File: config.mk
export PLATFORM = sky130hd
export DESIGN_NAME = robo_ambiente_flat
export DESIGN_NICKNAME = d
export VERILOG_FILES = /design/src/rtl/robo_ambiente_if.sv /design/src/rtl/robo_ambiente.sv /design/src/flat_wrapper.sv
export SDC_FILE = /design/constraint.sdc
export NUM_CORES = 1
export LEC_CHECK = 0
export ABC_AREA = 1
export CAP_MARGIN = 25
export CORE_ASPECT_RATIO = 0.6
export CORE_MARGIN = 2
export CORE_UTILIZATION = 60
export CTS_BUF_LIST = sky130_fd_sc_hd__clkbuf_4 sky130_fd_sc_hd__clkbuf_8 sky130_fd_sc_hd__clkbuf_16
export CTS_CLUSTER_SIZE = 10
export DETAILED_ROUTE_END_ITERATION = 6
export PLACE_DENSITY_LB_ADDON = 0.25
export SLEW_MARGIN = 40
export SYNTH_ARGS = -nofsm -noshare
export SYNTH_HDL_FRONTEND = slang
export SYNTH_SLANG_ARGS = --single-unit
File: constraint.sdc
create_clock -name clock -period 3.6 [get_ports clock]
set_input_delay 0.54 -clock clock [delete_from_list [all_inputs] [get_ports clock]]
set_output_delay 0.54 -clock clock [all_outputs]
set_load 0.01 [all_outputs]
File: src/rtl/robo_ambiente_if.sv
// Command/sensor bundle between the robot controller (master) and the grid-world model (slave).
interface robo_ambiente_if #(
    parameter int COORD_W  = 3,
    parameter int PASSOS_W = 16
);
    logic                avancar;
    logic                girar;
    logic                recolher_entulho;
    logic                head;
    logic                left;
    logic                under;
    logic                rubble;
    logic [COORD_W-1:0]  pos_x;
    logic [COORD_W-1:0]  pos_y;
    logic [1:0]          direcao;
    logic                colisao;
    logic                erro_comando;
    logic [PASSOS_W-1:0] passos;

    modport master (
        output avancar, girar, recolher_entulho,
        input  head, left, under, rubble, pos_x, pos_y, direcao,
        input  colisao, erro_comando, passos
    );

    modport slave (
        input  avancar, girar, recolher_entulho,
        output head, left, under, rubble, pos_x, pos_y, direcao,
        output colisao, erro_comando, passos
    );
endinterface

File: src/rtl/robo_ambiente.sv
// Grid-world environment: tracks robot pose and a mutable rubble map, and
// derives the controller's sensors from the registered pose/map.
module robo_ambiente #(
    parameter int                         LARGURA      = 8,
    parameter int                         ALTURA       = 8,
    parameter int                         COORD_W      = 3,
    parameter int                         X0           = 0,
    parameter int                         Y0           = 0,
    parameter int                         DIR0         = 0,
    parameter int                         SAIDA_X      = 7,
    parameter int                         SAIDA_Y      = 7,
    parameter logic [LARGURA*ALTURA-1:0]  MAPA_PAREDE  = '0,
    parameter logic [LARGURA*ALTURA-1:0]  MAPA_ENTULHO = '0,
    parameter int                         CICLOS_REC   = 3,
    parameter int                         PASSOS_W     = 16
) (
    input  logic            clock,
    input  logic            reset,
    robo_ambiente_if.slave  bus
);
    localparam int CELULAS = LARGURA * ALTURA;
    localparam int IDX_W   = (CELULAS > 1) ? $clog2(CELULAS) : 1;
    localparam int CNT_W   = $clog2(CICLOS_REC + 1);
    localparam logic [COORD_W-1:0] UM = COORD_W'(1);

    typedef struct packed {
        logic               fora;
        logic [COORD_W-1:0] x;
        logic [COORD_W-1:0] y;
    } celula_t;

    logic [COORD_W-1:0]  x_reg;
    logic [COORD_W-1:0]  y_reg;
    logic [1:0]          dir_reg;
    logic [CELULAS-1:0]  entulho_reg;
    logic [CNT_W-1:0]    cont_reg;
    logic [PASSOS_W-1:0] passos_reg;
    logic                colisao_reg;
    logic                erro_reg;

    celula_t             frente;
    logic [IDX_W-1:0]    idx_frente;
    logic                parede_frente;
    logic                parede_esquerda;
    logic                entulho_frente;
    logic [2:0]          cmd;

    function automatic logic [IDX_W-1:0] indice(input logic [COORD_W-1:0] x,
                                                input logic [COORD_W-1:0] y);
        return IDX_W'(y) * IDX_W'(LARGURA) + IDX_W'(x);
    endfunction

    // Neighbour in heading d; stepping off any edge (including below 0) marks it fora.
    function automatic celula_t vizinha(input logic [1:0]         d,
                                        input logic [COORD_W-1:0] x,
                                        input logic [COORD_W-1:0] y);
        celula_t c;
        c.fora = 1'b0;
        c.x    = x;
        c.y    = y;
        case (d)
            2'd0: begin
                c.fora = (y == COORD_W'(ALTURA - 1));
                c.y    = y + UM;
            end
            2'd1: begin
                c.fora = (x == COORD_W'(LARGURA - 1));
                c.x    = x + UM;
            end
            2'd2: begin
                c.fora = (y == '0);
                c.y    = y - UM;
            end
            default: begin
                c.fora = (x == '0);
                c.x    = x - UM;
            end
        endcase
        return c;
    endfunction

    function automatic logic parede(input celula_t c);
        return c.fora | MAPA_PAREDE[indice(c.x, c.y)];
    endfunction

    always_comb begin
        frente          = vizinha(dir_reg, x_reg, y_reg);
        idx_frente      = indice(frente.x, frente.y);
        parede_frente   = parede(frente);
        parede_esquerda = parede(vizinha(dir_reg + 2'd3, x_reg, y_reg));
        entulho_frente  = !frente.fora && entulho_reg[idx_frente];
    end

    assign cmd = {bus.avancar, bus.girar, bus.recolher_entulho};

    always_ff @(posedge clock or posedge reset) begin
        if (reset) begin
            x_reg       <= COORD_W'(X0);
            y_reg       <= COORD_W'(Y0);
            dir_reg     <= 2'(DIR0);
            entulho_reg <= MAPA_ENTULHO;
            cont_reg    <= '0;
            passos_reg  <= '0;
            colisao_reg <= 1'b0;
            erro_reg    <= 1'b0;
        end else begin
            // Pulses and the collection counter default to cleared; only an
            // uninterrupted run of valid recolher cycles keeps counting.
            colisao_reg <= 1'b0;
            erro_reg    <= 1'b0;
            cont_reg    <= '0;
            case (cmd)
                3'b000: ;
                3'b100: begin
                    if (parede_frente || entulho_frente) begin
                        colisao_reg <= 1'b1;
                    end else begin
                        x_reg <= frente.x;
                        y_reg <= frente.y;
                        if (passos_reg != '1) begin
                            passos_reg <= passos_reg + PASSOS_W'(1);
                        end
                    end
                end
                3'b010: dir_reg <= dir_reg + 2'd1;
                3'b001: begin
                    if (entulho_frente) begin
                        if (cont_reg == CNT_W'(CICLOS_REC - 1)) begin
                            entulho_reg[idx_frente] <= 1'b0;
                        end else begin
                            cont_reg <= cont_reg + CNT_W'(1);
                        end
                    end
                end
                default: erro_reg <= 1'b1;
            endcase
        end
    end

    assign bus.head         = parede_frente;
    assign bus.left         = parede_esquerda;
    assign bus.rubble       = entulho_frente;
    assign bus.under        = (x_reg == COORD_W'(SAIDA_X)) && (y_reg == COORD_W'(SAIDA_Y));
    assign bus.pos_x        = x_reg;
    assign bus.pos_y        = y_reg;
    assign bus.direcao      = dir_reg;
    assign bus.colisao      = colisao_reg;
    assign bus.erro_comando = erro_reg;
    assign bus.passos       = passos_reg;
endmodule

File: src/flat_wrapper.sv
// flat-port wrapper written by rule: the top's interface ports become plain ports
module robo_ambiente_flat 
#(
    parameter int                         LARGURA      = 8,
    parameter int                         ALTURA       = 8,
    parameter int                         COORD_W      = 3,
    parameter int                         X0           = 0,
    parameter int                         Y0           = 0,
    parameter int                         DIR0         = 0,
    parameter int                         SAIDA_X      = 7,
    parameter int                         SAIDA_Y      = 7,
    parameter logic [LARGURA*ALTURA-1:0]  MAPA_PAREDE  = '0,
    parameter logic [LARGURA*ALTURA-1:0]  MAPA_ENTULHO = '0,
    parameter int                         CICLOS_REC   = 3,
    parameter int                         PASSOS_W     = 16
)
  (clock, reset, bus_avancar, bus_girar, bus_recolher_entulho, bus_head, bus_left, bus_under, bus_rubble, bus_pos_x, bus_pos_y, bus_direcao, bus_colisao, bus_erro_comando, bus_passos);
  robo_ambiente_if #(.COORD_W(COORD_W), .PASSOS_W(PASSOS_W)) bus_i ();
  input  logic clock;
  input  logic reset;
  input wire logic [$bits(bus_i.avancar)-1:0] bus_avancar;
  input wire logic [$bits(bus_i.girar)-1:0] bus_girar;
  input wire logic [$bits(bus_i.recolher_entulho)-1:0] bus_recolher_entulho;
  output wire logic [$bits(bus_i.head)-1:0] bus_head;
  output wire logic [$bits(bus_i.left)-1:0] bus_left;
  output wire logic [$bits(bus_i.under)-1:0] bus_under;
  output wire logic [$bits(bus_i.rubble)-1:0] bus_rubble;
  output wire logic [$bits(bus_i.pos_x)-1:0] bus_pos_x;
  output wire logic [$bits(bus_i.pos_y)-1:0] bus_pos_y;
  output wire logic [$bits(bus_i.direcao)-1:0] bus_direcao;
  output wire logic [$bits(bus_i.colisao)-1:0] bus_colisao;
  output wire logic [$bits(bus_i.erro_comando)-1:0] bus_erro_comando;
  output wire logic [$bits(bus_i.passos)-1:0] bus_passos;
  assign bus_i.avancar = bus_avancar;
  assign bus_i.girar = bus_girar;
  assign bus_i.recolher_entulho = bus_recolher_entulho;
  assign bus_head = bus_i.head;
  assign bus_left = bus_i.left;
  assign bus_under = bus_i.under;
  assign bus_rubble = bus_i.rubble;
  assign bus_pos_x = bus_i.pos_x;
  assign bus_pos_y = bus_i.pos_y;
  assign bus_direcao = bus_i.direcao;
  assign bus_colisao = bus_i.colisao;
  assign bus_erro_comando = bus_i.erro_comando;
  assign bus_passos = bus_i.passos;
  robo_ambiente #(.LARGURA(LARGURA), .ALTURA(ALTURA), .COORD_W(COORD_W), .X0(X0), .Y0(Y0), .DIR0(DIR0), .SAIDA_X(SAIDA_X), .SAIDA_Y(SAIDA_Y), .MAPA_PAREDE(MAPA_PAREDE), .MAPA_ENTULHO(MAPA_ENTULHO), .CICLOS_REC(CICLOS_REC), .PASSOS_W(PASSOS_W)) u_core (.clock(clock), .reset(reset), .bus(bus_i));
endmodule
## Word-level counts from Yosys, hierarchy flattened

Memories as Yosys holds them, arrays and structs flattened.
Cells that the tools add are included.

| word-level totals | value |
|---|---|
| register bits after elaboration | 92 |
| output and inout bits | 30 |
| logic and storage cells | 73 |
| bits in read-only memories | 128 |
| memories | 2 |
| input port bits | 5 |

| cells by class | value |
|---|---|
| add/subtract/negate cells | 10 |
| equal/unequal tests | 11 |
| $lt $le $gt $ge | 3 |
| bitwise gates (word level) | 5 |
| reductions and logical operators | 16 |
| multiplexer cells | 18 |

Memory list:

| name | words | width | read ports | clocked after memory_dff | wr ports | line | text |
|---|---|---|---|---|---|---|---|
| (name not given) | 64 | 1 | 1 | 0 | 0 | robo_ambiente.sv:83 | `return c.fora \| MAPA_PAREDE[indice(c.x, c.y)];` |
| (name not given) | 64 | 1 | 1 | 0 | 0 | robo_ambiente.sv:83 |  |

Operator list:

| operator | number |
|---|---|
| AND 64 bit | 1 |
| NOT 64 bit | 1 |
| one-hot mux 3 bit (2 select lines) | 4 |
| adder 16 x 1 -> 16 bit (second input constant) | 1 |
| inequality test 16 bit (second input constant) | 1 |
| < comparator 6 x 7 -> 1 bit (second input constant) | 2 |
| adder 6 x 3 -> 6 bit | 2 |
| equality test 3 bit (second input constant) | 3 |
| logical NOT 3 bit | 3 |
| two-way mux 1 bit | 7 |
| adder 3 x 1 -> 3 bit (second input constant) | 2 |
| binary-select mux 1 bit (select 6 bit) | 1 |
| demux 1 bit (select 6 bit) | 1 |
| equality test 2 bit (second input constant) | 3 |
| greater-or-equal comparator 6 x 1 -> 1 bit (second input constant) | 1 |
| two-way mux 2 bit | 3 |
| one-hot mux 1 bit (3 select lines) | 2 |
| AND reduction 3 bit | 2 |
| subtractor 3 x 1 -> 3 bit (second input constant) | 2 |
| adder 2 x 1 -> 2 bit (second input constant) | 2 |
| equality test 2 x 1 -> 1 bit (second input constant) | 2 |
| logical NOT 2 bit | 2 |
| OR reduction 2 bit | 2 |
| OR reduction 4 bit | 1 |
| other kinds (9) | 12 |

## Logic depth before layout (Yosys ltp)

| logic depth | value |
|---|---|
| word-level depth | 10 |
| gate-level depth with buffers | 22 |
| mapped depth without buffers | 21 |

## Worst setup path before layout

No wires, ideal clock.

| timing path | value |
|---|---|
| path type | reg2out |
| from | register u_core.dir_reg[1] (netlist: u_core.bus.direcao[1]) |
| to | output port bus_rubble |
| path buffers | 2 |
| required time | 3060 ps |
| setup slack | 463 ps |
| cell stages (with the launch flop) | 18 |
| arrival time | 2597 ps |
| cells stage by stage | dfrtp_1 > inv_1 > ha_1 > fa_1 > or2_2 > nand3_1 > nand2_1 > nand2_1 > inv_1 > buf_2 > nand2_1 > nand2_1 > nand2_1 > nand2_1 > nor2_4 > nand2_8 > nor2_4 > buf_2 |

| between the ends | value |
|---|---|
| cells in the longest elaborated chain, start to end | 7 |
| elaborated cells between the ends (all ways) | 12 |
| classes of those cells | add/sub: 1; eq/ne: 2; mux: 5; reduce/logical: 4 |

Ends and longest elaborated chain:

| element | line | text |
|---|---|---|
| start: declaration | robo_ambiente.sv:34 | `logic [1:0] dir_reg;` |
| start signal: assignment | robo_ambiente.sv:100 | `dir_reg <= 2'(DIR0);` |
| start signal: assignment | robo_ambiente.sv:125 | `3'b010: dir_reg <= dir_reg + 2'd1;` |
| equality test 2 bit or logical NOT 2 bit (tied branches) | robo_ambiente.sv:61 | `case (d)` |
| OR reduction 2 bit (no source line) | n/a |  |
| one-hot mux 3 bit (2 select lines) | robo_ambiente.sv:61 |  |
| adder 6 x 3 -> 6 bit | robo_ambiente.sv:50 | `return IDX_W'(y) * IDX_W'(LARGURA) + IDX_W'(x);` |
| binary-select mux 1 bit (select 6 bit) | robo_ambiente.sv:91 | `entulho_frente = !frente.fora && entulho_reg[idx_frente];` |
| two-way mux 1 bit (not written as such) | robo_ambiente.sv:91 |  |
| logical AND 1 bit * | robo_ambiente.sv:91 |  |
| end: declaration | flat_wrapper.sv:27 | `output wire logic [$bits(bus_i.rubble)-1:0] bus_rubble;` |

Mark *: on every way between the ends. The rest lies on a longest branch, timed or not. The select of a mux whose other input is x is not followed.

## Worst setup path in the final report

Ends and elaborated chain as after synthesis.

==> results by group <==
Worst hold path
  – HP Class: flip-flop to flip-flop

Final layout
  – Post-layout util: 71.2%
  – Final net count: 790
  – Layout cells sized above 1: 8.33%
  – Reg area: 2300 um^2
  – Ant. Diodes: 0
  – Multi-input logic area: 2530 um^2
  – Area Growth Syn to Fin: 13.9%
  – Max FFs per register: 64
  – Final Cell Area: 6130 um^2
  – Fill cells: 705
  – Post-layout instance count excluding filler cells: 892

Routing
  – Final WL: 13900 um
  – DRC violation count after routing: 0
  – Detail Route Antenna Nets: 0
  – Drt pass-1 iters: 6
  – Initial drt markers: 533
  – Routed via count: 4951
  – Wire per inst: 15.5 um
  – Drt via density: 5.55

Worst setup path
  – Startpoint Class: flip-flop
  – Worst path required time: 3.06 ns
  – Setup crit end kind: output port
  – CP arrival: 2.79 ns
  – Setup CP Type: flip-flop to output port
  – Critical path peak fanout: 10

Placement
  – DP Area: 5800 um^2
  – Placed insts: 876
  – HPWL Detailed: 9150 um
  – Placer Congestion: 0.934
  – Port bufs: 34

Logic synthesis
  – Post-Syn Nets: 757
  – Post-synth top area share: 42.7%
  – Mean Syn Cell Area: 7.26 um^2
  – Cell variety after synth: 34
  – Prevailing post-synth register cell: dfrtp_1
  – Post-synth EDFFs: 0
  – Ys async rst share: 100%
  – Most common library cells after synthesis: nand2_1 (254), inv_1 (99), dfrtp_1 (92), nor2_1 (92), a31oi_1 (64)
  – Area leader, netlist: dfrtp_1
  – Seq/Total Area, Yosys: 42.7%
  – Flops & latches, synth: 92
  – Post-Synthesis Cells: 742
  – Mapped Area: 5390 um^2
  – Synth area leaders: dfrtp_1 (43%), nand2_1 (18%), a31oi_1 (7.4%)
  – Most common cell in the netlist: nand2_1
  – YS warnings: 0

STA
  – Final worst-path cycle share: 92.4%
  – Slew @ Worst Pin: 0.721 ns
  – Max Slew Vio Count: 0
  – Final min period: 3.33 ns
  – Final Skew: 0.00959 ns
  – Final hold violations: 0
  – Fmax: 0.301 GHz
  – Rel. slew slack: 51.9%
  – Setup tns final: 0 ns
  – RSZ-0062 raised after global routing: no
  – Endpoints failing setup: 0

Clock tree
  – H-tree levels: 3
  – CTS sink count: 92
  – CTS Buffer Depth: 2
  – Clock Pin Slew Worst Setup and Hold Paths: 0.07 ns
  – Hold_buf cts: 0
  – Post-CTS setup buffers: 0
  – TritonCTS buffer count: 9
  – CTS tree: built
  – Root Buffer Master: clkbuf_16
  – Clock Latency Late Sink: 0.35 ns

Run
  – Max_cap viols: 0

Floorplan
  – Io pins: 35
  – DIE HEIGHT: 77.4 um
  – Core ar.: 8620 um^2
  – Cell row count: 26
  – Die Wd: 126 um
  – Die area: 9780 um^2
  – Initial Utilization: 62.5%

GRT
  – GRT overflow: 0
  – Vias in the first global route: 4760
  – GRT Util Overall: 30.0%
  – Largest net degree at the start of global routing: 67
  – First-pass GRT wire length: 23400 um
  – Initial antenna violation count: 0

Power and ir drop
  – Lkg Pwr: 3.17 nW
  – PwrDens: 637 nW/um^2
  – Worst IR Drop VDD: 1.12 mV

Run status
  – Run status: complete, no violations
## critical path, cell delays in order, from the launching register on
cell      delay [ns]
dfrtp_1         0.36
inv_1           0.09
ha_2            0.21
fa_1            0.37
or2_2           0.31
nand4_1         0.08
nand2_1         0.09
buf_4           0.18
nand2_1         0.07
nand2_1         0.04
nand2_1         0.05
nand2_1         0.08
nor2_4          0.17
nand2_8         0.09
nor2_4          0.09
clkbuf_2        0.13
## cell type report
class,instances,share of cell area [%]
Inverter,104,6.38
Tap cell,112,2.28
Timing Repair Buffer,49,7.30
Clock inverter,7,1.59
Sequential cell,92,37.5
Clock buffer,9,3.67
Multi-Input combinational cell,519,41.2
## placed cells by master (no fill, tap or decap), types with 8 or more instances in the layout
| master | instances |
|---|---|
| nand2_1 | 253 |
| clkbuf_16 | 9 |
| nor2_1 | 90 |
| ha_1 | 8 |
| a31oi_1 | 64 |
| nand2_2 | 8 |
| nand3_1 | 33 |
| inv_1 | 97 |
| dfrtp_1 | 92 |
| buf_4 | 15 |
| clkdlybuf4s50_1 | 33 |
| xor2_1 | 10 |
## final timing paths
| check | cells past startpoint | start | end | slack (ns) |
|---|---|---|---|---|
| max | 15 | u_core.bus.direcao[1] | bus_rubble | 0.27 |
| min | 2 | u_core.entulho_reg[46] | u_core.entulho_reg[46] | 0.50 |
| max reg2reg | 16 | u_core.bus.direcao[1] | u_core.entulho_reg[61] | 0.36 |
| min reg2reg | 2 | u_core.entulho_reg[46] | u_core.entulho_reg[46] | 0.50 |
| max in group asynchronous | 3 | reset | u_core.entulho_reg[56] | 2.28 |
| min in group asynchronous | 2 | reset | u_core.entulho_reg[38] | 0.58 |
## routing by layer
metal	track usage [%]	share of wire, %	vias up	wire, um
met5	0	0	-	0
met4	9.67	1.7	0	230
met3	6.28	7.9	29	1090
met2	43.4	42	210	5870
met1	45.2	48	2323	6670
li1	-	-	2389	-
## where the power goes
part	leakage [nW]	total [mW]	switching, mW	internal [mW]
Combinational	2.07	1.80	1.41	0.393
Clock	0.152	1.04	0.430	0.612
Sequential	0.944	1.06	0.0129	1.05
Total	3.17	3.91	1.85	2.06
## repair_timing
item                                    4_1_cts  5_1_grt
endpoints found under the setup margin        1        1
hold endpoints to repair                      0        0
pin swaps                                     1        2
resized for setup                             4        6
## cell families after synthesis
logic type                 synth area share, %
and+or+nand+nor                           32.1
AOI/OAI and AO/OA                         9.13
DFF                                       42.7
xor gates and xnor gates                  2.90
adders and majority gates                 2.46
buffers and inverters                     10.7
## through the flow
step	hold WS [ns]	total power, mW	worst slack [ns]
after floorplan	0.472	2.36	0.463
after global placement	0.483	2.78	0.194
after detailed placement	0.487	2.81	0.128
after CTS	0.498	3.85	0.102
after global routing	0.505	4.09	0.0849
final	0.496	3.91	0.274
No activity file was read; power rests on OpenSTA's default activity.
